<file path="config.mk">
export PLATFORM = sky130hd
export DESIGN_NAME = iu_branch_seq_flat
export DESIGN_NICKNAME = d
export VERILOG_FILES = /design/src/rtl/iu_branch_seq_if.sv /design/src/rtl/iu_branch_seq.sv /design/src/flat_wrapper.sv
export SDC_FILE = /design/constraint.sdc
export NUM_CORES = 1
export LEC_CHECK = 0
export ABC_AREA = 0
export CAP_MARGIN = 10
export CORE_UTILIZATION = 49
export CTS_BUF_LIST = sky130_fd_sc_hd__clkbuf_8
export CTS_CLUSTER_DIAMETER = 200
export DETAILED_ROUTE_END_ITERATION = 7
export HOLD_SLACK_MARGIN = 0.02
export PLACE_DENSITY = 0.93
export SETUP_SLACK_MARGIN = 0.5
export SKIP_LAST_GASP = 1
export SYNTH_ARGS = -nofsm -noshare
export SYNTH_HDL_FRONTEND = slang
export SYNTH_SLANG_ARGS = --single-unit
</file>
<file path="constraint.sdc">
create_clock -name clk -period 3.1 [get_ports clk]
set_input_delay 0.93 -clock clk [delete_from_list [all_inputs] [get_ports clk]]
set_output_delay 0.93 -clock clk [all_outputs]
set_load 0.02 [all_outputs]
</file>
<file path="src/rtl/iu_branch_seq_if.sv">
// ---------------------------------------------------------------------------
// iu_branch_seq_if
// Purpose : bundles the flags, retire/branch, redirect and PC-sequencing
//           signals between the branch sequencer and its surroundings.
// Signals :
//   flags_valid/flags_in            cc update from IUAdder ({n,z,v,c})
//   step                            instruction at pc retires this cycle
//   br_valid/br_cond/br_annul/
//   br_target                       Bicc qualifier, cond field, a bit, target
//   redirect_valid/redirect_pc      trap/jump redirect
//   icc, pc, npc                    committed cc and program counters
//   annul_cur                       instruction at pc is annulled
//   taken, misalign                 one-cycle registered event pulses
// Modports: master = producer/fetch side, slave = the sequencer.
// ---------------------------------------------------------------------------
interface iu_branch_seq_if;
    logic        flags_valid;
    logic [3:0]  flags_in;
    logic        step;
    logic        br_valid;
    logic [3:0]  br_cond;
    logic        br_annul;
    logic [31:0] br_target;
    logic        redirect_valid;
    logic [31:0] redirect_pc;
    logic [3:0]  icc;
    logic [31:0] pc;
    logic [31:0] npc;
    logic        annul_cur;
    logic        taken;
    logic        misalign;

    modport master (
        output flags_valid, flags_in, step, br_valid, br_cond, br_annul,
               br_target, redirect_valid, redirect_pc,
        input  icc, pc, npc, annul_cur, taken, misalign
    );

    modport slave (
        input  flags_valid, flags_in, step, br_valid, br_cond, br_annul,
               br_target, redirect_valid, redirect_pc,
        output icc, pc, npc, annul_cur, taken, misalign
    );
endinterface

</file>
<file path="src/rtl/iu_branch_seq.sv">
// ---------------------------------------------------------------------------
// iu_branch_seq
// Purpose : holds the SPARC integer condition codes committed by cc-setting
//           ALU ops, evaluates Bicc conditions against them (with same-cycle
//           forwarding of a fresh cc update) and sequences pc/npc with
//           delayed-branch and annul semantics.
// Ports   :
//   clk    in  single clock, rising edge
//   rst_n  in  asynchronous active-low reset
//   bus    iu_branch_seq_if.slave (flags in, retire/branch/redirect in,
//          icc/pc/npc/annul_cur/taken/misalign out)
// Parameter: RESET_PC - pc after reset; npc resets to RESET_PC+4.
// ---------------------------------------------------------------------------
module iu_branch_seq #(
    parameter logic [31:0] RESET_PC = 32'h0000_0000
) (
    input  logic           clk,
    input  logic           rst_n,
    iu_branch_seq_if.slave bus
);

    typedef enum logic {
        RUN   = 1'b0,
        ANNUL = 1'b1
    } state_t;

    state_t      state_q, state_d;
    logic [31:0] pc_q, pc_d;
    logic [31:0] npc_q, npc_d;
    logic [3:0]  icc_q, icc_d;
    logic        taken_q, taken_d;
    logic        misalign_q, misalign_d;

    logic [3:0]  eff_cc;
    logic [31:0] npc_plus4;
    logic        cond_hit;

    // Bicc condition: the low three bits select a base test, bit 3 inverts
    // it (1000 "always" is the inverse of 0000 "never", and so on).
    function automatic logic bicc_true(input logic [3:0] cond, input logic [3:0] cc);
        logic n, z, v, c, base;
        n = cc[3];
        z = cc[2];
        v = cc[1];
        c = cc[0];
        case (cond[2:0])
            3'd0:    base = 1'b0;
            3'd1:    base = z;
            3'd2:    base = z | (n ^ v);
            3'd3:    base = n ^ v;
            3'd4:    base = c | z;
            3'd5:    base = c;
            3'd6:    base = n;
            default: base = v;
        endcase
        return cond[3] ? ~base : base;
    endfunction

    // A cc update in the same cycle as the branch is forwarded.
    assign eff_cc    = bus.flags_valid ? bus.flags_in : icc_q;
    assign npc_plus4 = npc_q + 32'd4;
    assign cond_hit  = bicc_true(bus.br_cond, eff_cc);

    always_comb begin
        pc_d       = pc_q;
        npc_d      = npc_q;
        state_d    = state_q;
        taken_d    = 1'b0;
        misalign_d = 1'b0;
        // The annulled instruction never commits its cc update.
        icc_d      = (bus.flags_valid && state_q == RUN) ? bus.flags_in : icc_q;

        if (bus.redirect_valid) begin
            pc_d       = bus.redirect_pc;
            npc_d      = bus.redirect_pc + 32'd4;
            state_d    = RUN;
            misalign_d = |bus.redirect_pc[1:0];
        end else if (bus.step) begin
            pc_d    = npc_q;
            npc_d   = npc_plus4;
            state_d = RUN;
            if (state_q == RUN && bus.br_valid) begin
                if (cond_hit) begin
                    // A misaligned target is reported and the branch is
                    // dropped: sequencing continues fall-through.
                    if (|bus.br_target[1:0]) begin
                        misalign_d = 1'b1;
                    end else begin
                        npc_d   = bus.br_target;
                        taken_d = 1'b1;
                    end
                    // Only BA,a annuls the delay slot of a taken branch.
                    state_d = (bus.br_annul && bus.br_cond == 4'b1000) ? ANNUL : RUN;
                end else begin
                    state_d = bus.br_annul ? ANNUL : RUN;
                end
            end
        end
    end

    always_ff @(posedge clk or negedge rst_n) begin
        if (!rst_n) begin
            state_q    <= RUN;
            pc_q       <= RESET_PC;
            npc_q      <= RESET_PC + 32'd4;
            icc_q      <= 4'b0000;
            taken_q    <= 1'b0;
            misalign_q <= 1'b0;
        end else begin
            state_q    <= state_d;
            pc_q       <= pc_d;
            npc_q      <= npc_d;
            icc_q      <= icc_d;
            taken_q    <= taken_d;
            misalign_q <= misalign_d;
        end
    end

    assign bus.icc       = icc_q;
    assign bus.pc        = pc_q;
    assign bus.npc       = npc_q;
    assign bus.annul_cur = (state_q == ANNUL);
    assign bus.taken     = taken_q;
    assign bus.misalign  = misalign_q;

endmodule

</file>
<file path="src/flat_wrapper.sv">
// flat-port wrapper written by rule: the top's interface ports become plain ports
module iu_branch_seq_flat 
#(
    parameter logic [31:0] RESET_PC = 32'h0000_0000
)
  (clk, rst_n, bus_flags_valid, bus_flags_in, bus_step, bus_br_valid, bus_br_cond, bus_br_annul, bus_br_target, bus_redirect_valid, bus_redirect_pc, bus_icc, bus_pc, bus_npc, bus_annul_cur, bus_taken, bus_misalign);
  iu_branch_seq_if bus_i ();
  input  logic clk;
  input  logic rst_n;
  input wire logic [$bits(bus_i.flags_valid)-1:0] bus_flags_valid;
  input wire logic [$bits(bus_i.flags_in)-1:0] bus_flags_in;
  input wire logic [$bits(bus_i.step)-1:0] bus_step;
  input wire logic [$bits(bus_i.br_valid)-1:0] bus_br_valid;
  input wire logic [$bits(bus_i.br_cond)-1:0] bus_br_cond;
  input wire logic [$bits(bus_i.br_annul)-1:0] bus_br_annul;
  input wire logic [$bits(bus_i.br_target)-1:0] bus_br_target;
  input wire logic [$bits(bus_i.redirect_valid)-1:0] bus_redirect_valid;
  input wire logic [$bits(bus_i.redirect_pc)-1:0] bus_redirect_pc;
  output wire logic [$bits(bus_i.icc)-1:0] bus_icc;
  output wire logic [$bits(bus_i.pc)-1:0] bus_pc;
  output wire logic [$bits(bus_i.npc)-1:0] bus_npc;
  output wire logic [$bits(bus_i.annul_cur)-1:0] bus_annul_cur;
  output wire logic [$bits(bus_i.taken)-1:0] bus_taken;
  output wire logic [$bits(bus_i.misalign)-1:0] bus_misalign;
  assign bus_i.flags_valid = bus_flags_valid;
  assign bus_i.flags_in = bus_flags_in;
  assign bus_i.step = bus_step;
  assign bus_i.br_valid = bus_br_valid;
  assign bus_i.br_cond = bus_br_cond;
  assign bus_i.br_annul = bus_br_annul;
  assign bus_i.br_target = bus_br_target;
  assign bus_i.redirect_valid = bus_redirect_valid;
  assign bus_i.redirect_pc = bus_redirect_pc;
  assign bus_icc = bus_i.icc;
  assign bus_pc = bus_i.pc;
  assign bus_npc = bus_i.npc;
  assign bus_annul_cur = bus_i.annul_cur;
  assign bus_taken = bus_i.taken;
  assign bus_misalign = bus_i.misalign;
  iu_branch_seq #(.RESET_PC(RESET_PC)) u_core (.clk(clk), .rst_n(rst_n), .bus(bus_i));
endmodule
</file>
==> results of run 1 <==
[repair_timing]
item	4_1_cts	5_1_grt
setup endpoints to repair	33	26
gates cloned	0	1
resized for setup	25	56
pin swaps	7	19
buffers inserted	1	6
[layer usage]
metal,track usage,part of all wire
met4,0.163,0.049
met3,0.0595,0.095
met5,0,0
met2,0.519,0.49
met1,0.389,0.37
[cell families (layout without fill, tap and decap cells)]
| family | after synthesis | after routing | synth area share |
|---|---|---|---|
| AND/OR/NAND/NOR | 192 | 192 | 0.196 |
| AO/OA/AOI/OAI | 122 | 122 | 0.168 |
| flip-flops | 71 | 71 | 0.363 |
| multiplexers | 68 | 68 | 0.141 |
| XOR/XNOR | 47 | 47 | 0.0841 |
| buffers and inverters | 44 | 226 | 0.0427 |
| adder cells (fa/ha/maj) | 2 | 2 | 0.00511 |
[final cells by class]
cell class	instances	area [um2]
Sequential cell	71	1780
Clock inverter	4	47.5
Clock buffer	10	138
Inverter	11	41.3
Fill cell	662	2530
Timing Repair Buffer	201	1920
Tap cell	133	166
Multi-Input combinational cell	431	3100
[worst max-delay path: stages]
cell and delay, ps:
dlygate4sd2_1 250, buf_6 130, nor2b_2 170, nand2_1 90, o211ai_2 120, nand3_2 130, a31o_4 290, buf_12 130
mux2_4 290, o221a_2 260
[cells in the mapped netlist (2+ instances only)]
cell type,instances,area share
a31o_4,2,0.0072
dfrtp_1,70,0.36
mux2_2,5,0.011
buf_6,4,0.0092
nor3_1,11,0.011
nand4_1,22,0.028
a221oi_1,5,0.0089
a211oi_1,5,0.0077
and2_1,3,0.0038
nand2_1,68,0.052
or3_1,2,0.0026
o211ai_1,6,0.0092
xnor2_1,31,0.055
ha_1,2,0.0051
o31ai_1,2,0.0031
buf_1,3,0.0023
o21ai_0,46,0.047
o221ai_1,4,0.0072
clkbuf_1,23,0.018
nor2b_1,5,0.0064
nand3_1,24,0.025
inv_1,11,0.0084
a31oi_1,5,0.0064
and3_1,18,0.023
nor2_1,24,0.018
a21o_1,3,0.0046
o22ai_1,5,0.0064
o211a_1,2,0.0041
a21oi_1,23,0.024
nor4_1,4,0.0051
and4_1,4,0.0072
mux2i_1,62,0.13
xor2_1,16,0.029
or2_2,3,0.0038
[power by group]
group	switching (mW)	internal (mW)
registers	0.123	1.03
clock network	0.371	0.382
logic	0.491	0.473
[sequential cells by signal (all words and copies together) (netlist names)]
signal and flops:
u_core.bus.misalign 1, u_core.bus.annul_cur 1, u_core.bus.icc 4, u_core.bus.pc 32, u_core.bus.taken 1, u_core.bus.npc 32
[stage by stage]
step / power (mW) / instance area (um2) / TNS, ps
2_1_floorplan: 1.59 / 4930 / 0
3_3_place_gp: 2.04 / 6740 / -3680
3_5_place_dp: 2.07 / 6740 / -4330
4_1_cts: 2.81 / 6980 / 0
5_1_grt: 2.97 / 7200 / 0
6_report: 2.86 / 7200 / 0
[how the worst min path moves through the flow]
stage | start | to | slack [ps]
5_1_grt | u_core.bus.npc[1]$_DFFE_PN0P_ | u_core.bus.npc[1]$_DFFE_PN0P_ | 590
3_3_place_gp | u_core.bus.pc[20]$_DFFE_PN0N_ | u_core.bus.pc[20]$_DFFE_PN0N_ | 550
3_5_place_dp | u_core.bus.pc[24]$_DFFE_PN0N_ | u_core.bus.pc[24]$_DFFE_PN0N_ | 560
2_1_floorplan | rst_n | u_core.bus.annul_cur$_DFFE_PN0N_ | 630
6_report | u_core.bus.pc[24]$_DFFE_PN0N_ | u_core.bus.pc[24]$_DFFE_PN0N_ | 570
4_1_cts | u_core.bus.npc[0]$_DFFE_PN0P_ | u_core.bus.npc[0]$_DFFE_PN0P_ | 580
[layout by cell type, fill, tap and decap left out, types with 3 or more instances in the layout]
cell type / netlist / routed
xor2_1: 16 / 16
o21ai_0: 46 / 41
o211ai_1: 6 / 6
nand4_1: 22 / 22
buf_6: 4 / 4
inv_1: 11 / 11
a211oi_2: 1 / 3
clkbuf_2: 1 / 6
a21oi_1: 23 / 23
and2_1: 3 / 3
dfrtp_1: 70 / 70
mux2i_1: 62 / 59
mux2_2: 5 / 4
a31oi_1: 5 / 5
nor2_1: 24 / 23
o221ai_1: 4 / 4
xnor2_1: 31 / 31
o21ai_1: 1 / 4
or2_2: 3 / 3
a21o_1: 3 / 3
dlymetal6s2s_1: 0 / 7
and3_1: 18 / 17
buf_4: 0 / 45
nor3_2: 0 / 3
and4_1: 4 / 3
a221oi_1: 5 / 3
nor3_1: 11 / 7
clkbuf_8: 0 / 10
nand2_1: 68 / 67
o22ai_1: 5 / 3
nand3_1: 24 / 22
clkdlybuf4s50_1: 0 / 130
==> metrics.txt, run 1 <==
number of flops mapped to enable cells by yosys=0; worst hold path depth=2; mapped cell area=4900 um2; pre-CTS setup slack=-240 ps; Iteration-0 DRC Markers=493; Max VDD drop=0.284 mV; Crit Path Max Fanout=5; Worst EP required=3350 ps; fin. max-slew vios=0; Pre-antenna DRT Iters=6; post-synthesis sequential area ratio=0.363; run status=finished, final reports clean; layout cells sized above 1=0.176; Worst setup SP type=input port; # DRC=0; ANT nets after route=0; Leak=3.17 nW; cell area power density=398 nW/um2; IO Pins=150; Rows=36; final wirelength=17100 um; critical path endpoint category=flop; Max-cap violations=0; cts hold-fix bufs=0; R2R depth=7; Slew headroom=0.372; n_diodes=0; Post-synth top flop=dfrtp_1; kind of critical path=in2reg; largest net degree at the start of global routing=72; hold_ws=572 ps; clock sinks=71; Final #Nets=806; initial antenna violation count=0; final worst path period need=2550 ps; Clock transition at path regs=80 ps; GRT Total Usage=0.313; Tcrit/Tclk final=0.824; clk_skew=6.67 ps; YS warnings=0; CTS tree=done; die area=10400 um2; Port Buffers=149; RSZ-0062 raised after global routing=yes; Syn Inst Count=546; syn_area_per_cell=8.97 um2; reg2reg end=u_core.bus.npc[29]$_DFFE_PN0N_; worst r2r src=u_core.bus.npc[2]$_DFFE_PN1N_; Die Y-Extent=102 um; Critical Path End=u_core.bus.npc[13]$_DFFE_PN0N_; Max Clk Rate=0.392 GHz; crit path DAT=2800 ps; Num CTS Buffers=9; GRT overflow=0; Synth-to-Final Area Change=46.9%; CTS Buffer Depth=2; Core Region=9730 um2; post-route setup slack=547 ps; number of global-route vias before repair=5039; flop2flop setup slack=550 ps; vias per std cell=6.19; first-pass GRT wire length=25100 um; Starting Density=0.503; worst slew pin tran=942 ps; dpl cells=839; drt wl/cell=19.8 um; post-layout util=0.740; # setup viols final=0; total via count in the routed design=5333; Detailed Place HPWL=11700 um; H-tree depth=3; #FFs+latches synth=71; Min-Delay Path Class=reg2reg; Async SR Flop Fraction=1.00; Mapped Nets=627; worst skew pair latency=360 ps; Final Non-Filler Cells=861; CP startpoint=bus_br_cond[0]; synth unique cells=57; Final Hold Vio Count=0; GPL Wtd Cong=0.911; Die Wd=102 um; root buffer cell=clkbuf_8
No activity file was read; power rests on OpenSTA's default activity.
==> run 2, diff against run 1 <==
- clock period: 3.1 -> 2.53 ns (I/O delays scaled with it)
==> metrics.txt, run 2 (synthesis results as in run 1) <==
drt wl/cell=21.3 um; Num CTS Buffers=9; post-route setup slack=-89.1 ps; cts hold-fix bufs=0; Die Y-Extent=102 um; multi-input logic area=3170 um2; Final #Nets=847; flop2flop setup slack=130 ps; Clock transition at path regs=90 ps; R2R depth=9; total via count in the routed design=5767; Pre-antenna DRT Iters=6; post-layout util=0.778; Final Non-Filler Cells=904; Max Clk Rate=0.382 GHz; RSZ-0062 raised after global routing=yes; Core Region=9730 um2; fin. max-slew vios=0; Worst EP required=2790 ps; # DRC=0; Detailed Place HPWL=12200 um; H-tree depth=3; Min-Delay Path Class=in2async; dpl cells=866; GRT overflow=0; reg2reg end=u_core.bus.npc[28]$_DFFE_PN0N_; worst r2r src=u_core.bus.npc[2]$_DFFE_PN1N_; largest net degree at the start of global routing=40; Starting Density=0.503; Crit Path Max Fanout=8; failing checks=setup timing; Port Buffers=149; Worst setup SP type=input port; root buffer cell=clkbuf_8; GRT Total Usage=0.368; CP startpoint=bus_flags_valid; CTS tree=done; clk_skew=14.0 ps; Max VDD drop=0.265 mV; crit path DAT=2880 ps; vias per std cell=6.38; kind of critical path=in2reg; FF/Latch Area=1790 um2; total power draw=3.66 mW; critical path endpoint category=flop; number of global-route vias before repair=5627; cell area power density=484 nW/um2; Rows=36; Slew headroom=0.635; run status=complete, but fails checks; Synth-to-Final Area Change=54.6%; layout cells sized above 1=0.235; pre-CTS setup slack=-675 ps; Leak=3.44 nW; die area=10400 um2; # setup viols final=7; fillcell total=605; Die Wd=102 um; Iteration-0 DRC Markers=709; commonest non-fill, non-tap cell in the layout=buf_4; first-pass GRT wire length=28800 um; most frequent cells in the layout=buf_4, dlygate4sd2_1, nand2_1, dfrtp_1, clkdlybuf4s50_1; worst slew pin tran=547 ps; final wirelength=19200 um; ANT nets after route=0; Max-cap violations=0; n_diodes=0; final worst path period need=2620 ps; clock sinks=71; worst skew pair latency=370 ps; IO Pins=150; GPL Wtd Cong=0.935; Final Hold Vio Count=0; initial antenna violation count=0; CTS Buffer Depth=2; Tcrit/Tclk final=1.04
run 2: changes by cell type in the layout (fill, tap and decap cells not counted), sizes merged, moves of 5 or more:
| cell | change |
|---|---|
| dlygate4sd2 | +75 |
| buf | +43 |
| clkdlybuf4s15 | +5 |
| clkdlybuf4s50 | -72 |
| clkbuf | -6 |
| dlymetal6s2s | -5 |
run 2: routing by layer:
layer  vias to the layer above  wire (um)  global-route usage
met2                       522       8990               0.595
met3                       157       2140               0.111
met5                         -          0                   0
met4                         0       1350               0.255
met1                      2641       6750               0.416
li1                       2447          -                   -
run 2: what timing repair did:
| action | 4_1_cts | 5_1_grt |
|---|---|---|
| setup buffers | 14 | 6 |
| endpoints found under the hold margin | 0 | 0 |
| gates cloned | 2 | 0 |
| pin swaps | 22 | 22 |
| endpoints found under the setup margin | 106 | 43 |
| resized for setup | 131 | 46 |
run 2: how the worst max path moves through the flow:
stage                                           endpoint  slack [ps]
final                     u_core.bus.npc[13]$_DFFE_PN0N_         -90
after global routing       u_core.bus.npc[9]$_DFFE_PN0N_        -120
after CTS                  u_core.bus.npc[9]$_DFFE_PN0N_          70
after detailed placement  u_core.bus.npc[23]$_DFFE_PN0N_        -680
after global placement    u_core.bus.npc[13]$_DFFE_PN0N_        -560
after floorplan            u_core.bus.npc[5]$_DFFE_PN0N_         -20
run 2: area by class of cell:
cell class / instances / share of cell area
multi-input cells: 431 / 0.419
clock inverters: 7 / 0.0127
repair buffers: 242 / 0.289
well taps: 133 / 0.0220
inverters: 11 / 0.00545
clock buffers: 9 / 0.0164
flip-flops and latches: 71 / 0.236
run 2: report_power, final:
| group | internal [mW] | switching (mW) |
|---|---|---|
| logic | 0.554 | 0.664 |
| registers | 1.26 | 0.137 |
| clock network | 0.556 | 0.493 |
run 2: critical path: stages:
cell and delay [ps]:
buf_6 90, buf_8 130, mux2i_4 190, nor3b_2 330, nand3_2 140, a21bo_1 230
a31o_4 300, buf_4 150, mux2_4 300, o221a_4 250
run 2: metrics by stage:
stage                     hold slack (ps)  instance area [um2]  TNS (ps)
after global placement                547                 6970    -15210
after CTS                             381                 7400         0
after floorplan                       463                 4930     -45.2
final                                 360                 7570      -242
after detailed placement              559                 6970    -19170
after global routing                  402                 7570      -692
==> run 3, diff against run 2 <==
- clock period: 2.53 -> 2.9 ns (I/O delays scaled with it)
==> metrics.txt, run 3 (synthesis results as in run 1) <==
run status=finished, final reports clean; IO Pins=150; cell area power density=418 nW/um2; vias per std cell=6.25; first-pass GRT wire length=26500 um; GRT Total Usage=0.331; Rows=36; initial antenna violation count=0; Min-Delay Path Class=in2async; Worst EP required=3140 ps; RSZ-0062 raised after global routing=yes; drt wl/cell=20.4 um; final wirelength=18000 um; worst skew pair latency=370 ps; fin. max-slew vios=0; number of global-route vias before repair=5423; Detailed Place HPWL=12100 um; crit path DAT=2680 ps; Starting Density=0.503; pre-CTS setup slack=-411 ps; total via count in the routed design=5513; clk_skew=16.9 ps; Port Buffers=149; Worst setup SP type=input port; GPL Wtd Cong=0.873; clock sinks=71; n_diodes=0; hold_ws=453 ps; root buffer cell=clkbuf_8; Leak=3.37 nW; ANT nets after route=0; flop2flop setup slack=470 ps; # DRC=0; Max-cap violations=0; CTS tree=done; cell area after layout=7400 um2; die area=10400 um2; Slew headroom=0.444; Final Hold Vio Count=0; Iteration-0 DRC Markers=434; Final #Nets=825; layout cells sized above 1=0.204; most frequent cells in the layout=clkdlybuf4s50_1, dfrtp_1, nand2_1, buf_4, mux2i_1; Setup Total Neg Slack=0 ps; Core Region=9730 um2; Tcrit/Tclk final=0.841; final worst path period need=2440 ps; H-tree depth=3; Num CTS Buffers=9; Pre-antenna DRT Iters=6; cts hold-fix bufs=0; Die Y-Extent=102 um; Clock transition at path regs=80 ps; Max VDD drop=0.266 mV; Max Clk Rate=0.410 GHz; largest net degree at the start of global routing=83; post-route setup slack=462 ps; Synth-to-Final Area Change=51.0%; Crit Path Max Fanout=8; R2R depth=8; worst r2r src=u_core.bus.npc[9]$_DFFE_PN0N_; DP Area=6860 um2; kind of critical path=in2reg; commonest non-fill, non-tap cell in the layout=clkdlybuf4s50_1; critical path endpoint category=flop; GRT overflow=0; # setup viols final=0; Die Wd=102 um; reg2reg end=u_core.bus.npc[29]$_DFFE_PN0N_; worst slew pin tran=831 ps; CTS Buffer Depth=2
## run 3: cell type report
type | instances | area, um2
Fill cell | 667 | 2330
Multi-Input combinational cell | 432 | 3130
Timing Repair Buffer | 219 | 2090
Clock inverter | 6 | 53.8
Tap cell | 133 | 166
Sequential cell | 71 | 1780
Clock buffer | 10 | 138
Inverter | 11 | 41.3
## run 3: power breakdown
group | switching, mW | internal (mW)
clock | 0.409 | 0.411
combinational | 0.533 | 0.509
sequential | 0.134 | 1.10
total | 1.08 | 2.02
## run 3: worst max-delay path by stage
stage | slack, ps | startpoint | to | cells after the start
4_1_cts | 460 | bus_redirect_pc[5] | u_core.bus.npc[18]$_DFFE_PN0N_ | 9
6_report | 460 | bus_br_cond[1] | u_core.bus.npc[11]$_DFFE_PN0N_ | 9
5_1_grt | 390 | bus_br_cond[1] | u_core.bus.npc[11]$_DFFE_PN0N_ | 9
2_1_floorplan | 240 | bus_flags_valid | u_core.bus.npc[5]$_DFFE_PN0N_ | 8
3_3_place_gp | -290 | bus_flags_valid | u_core.bus.npc[13]$_DFFE_PN0N_ | 8
3_5_place_dp | -410 | bus_flags_valid | u_core.bus.npc[20]$_DFFE_PN0N_ | 9
## run 3: per-stage QoR
stage,total power [mW],instances,utilization
floorplan,1.70,546,-
global placement,2.19,852,0.705
detailed placement,2.23,852,0.705
CTS,3.03,873,0.735
global route,3.20,882,0.760
finish,3.09,882,0.760
## run 3: timing repair
action / CTS / global route
cloned: 0 / 2
endpoints found under the hold margin: 0 / 0
endpoints found under the setup margin: 43 / 37
buffers inserted: 5 / 7
gates resized for setup: 57 / 59
pin swaps: 20 / 25
## run 3: worst max-delay path: stages
cell             delay (ps)
clkdlybuf4s15_2         240
or3_4                   400
and3_1                  220
nand3_2                 100
a31o_4                  260
buf_8                   170
buf_6                   100
mux2i_2                 210
o21ai_1                 100
## run 3: layer usage
layer / GRT usage / vias to the layer above / share of wire
li1: - / 2398 / -
met1: 0.392 / 2634 / 0.37
met2: 0.574 / 390 / 0.49
met3: 0.0739 / 91 / 0.099
met4: 0.149 / 0 / 0.041
met5: 0 / - / 0
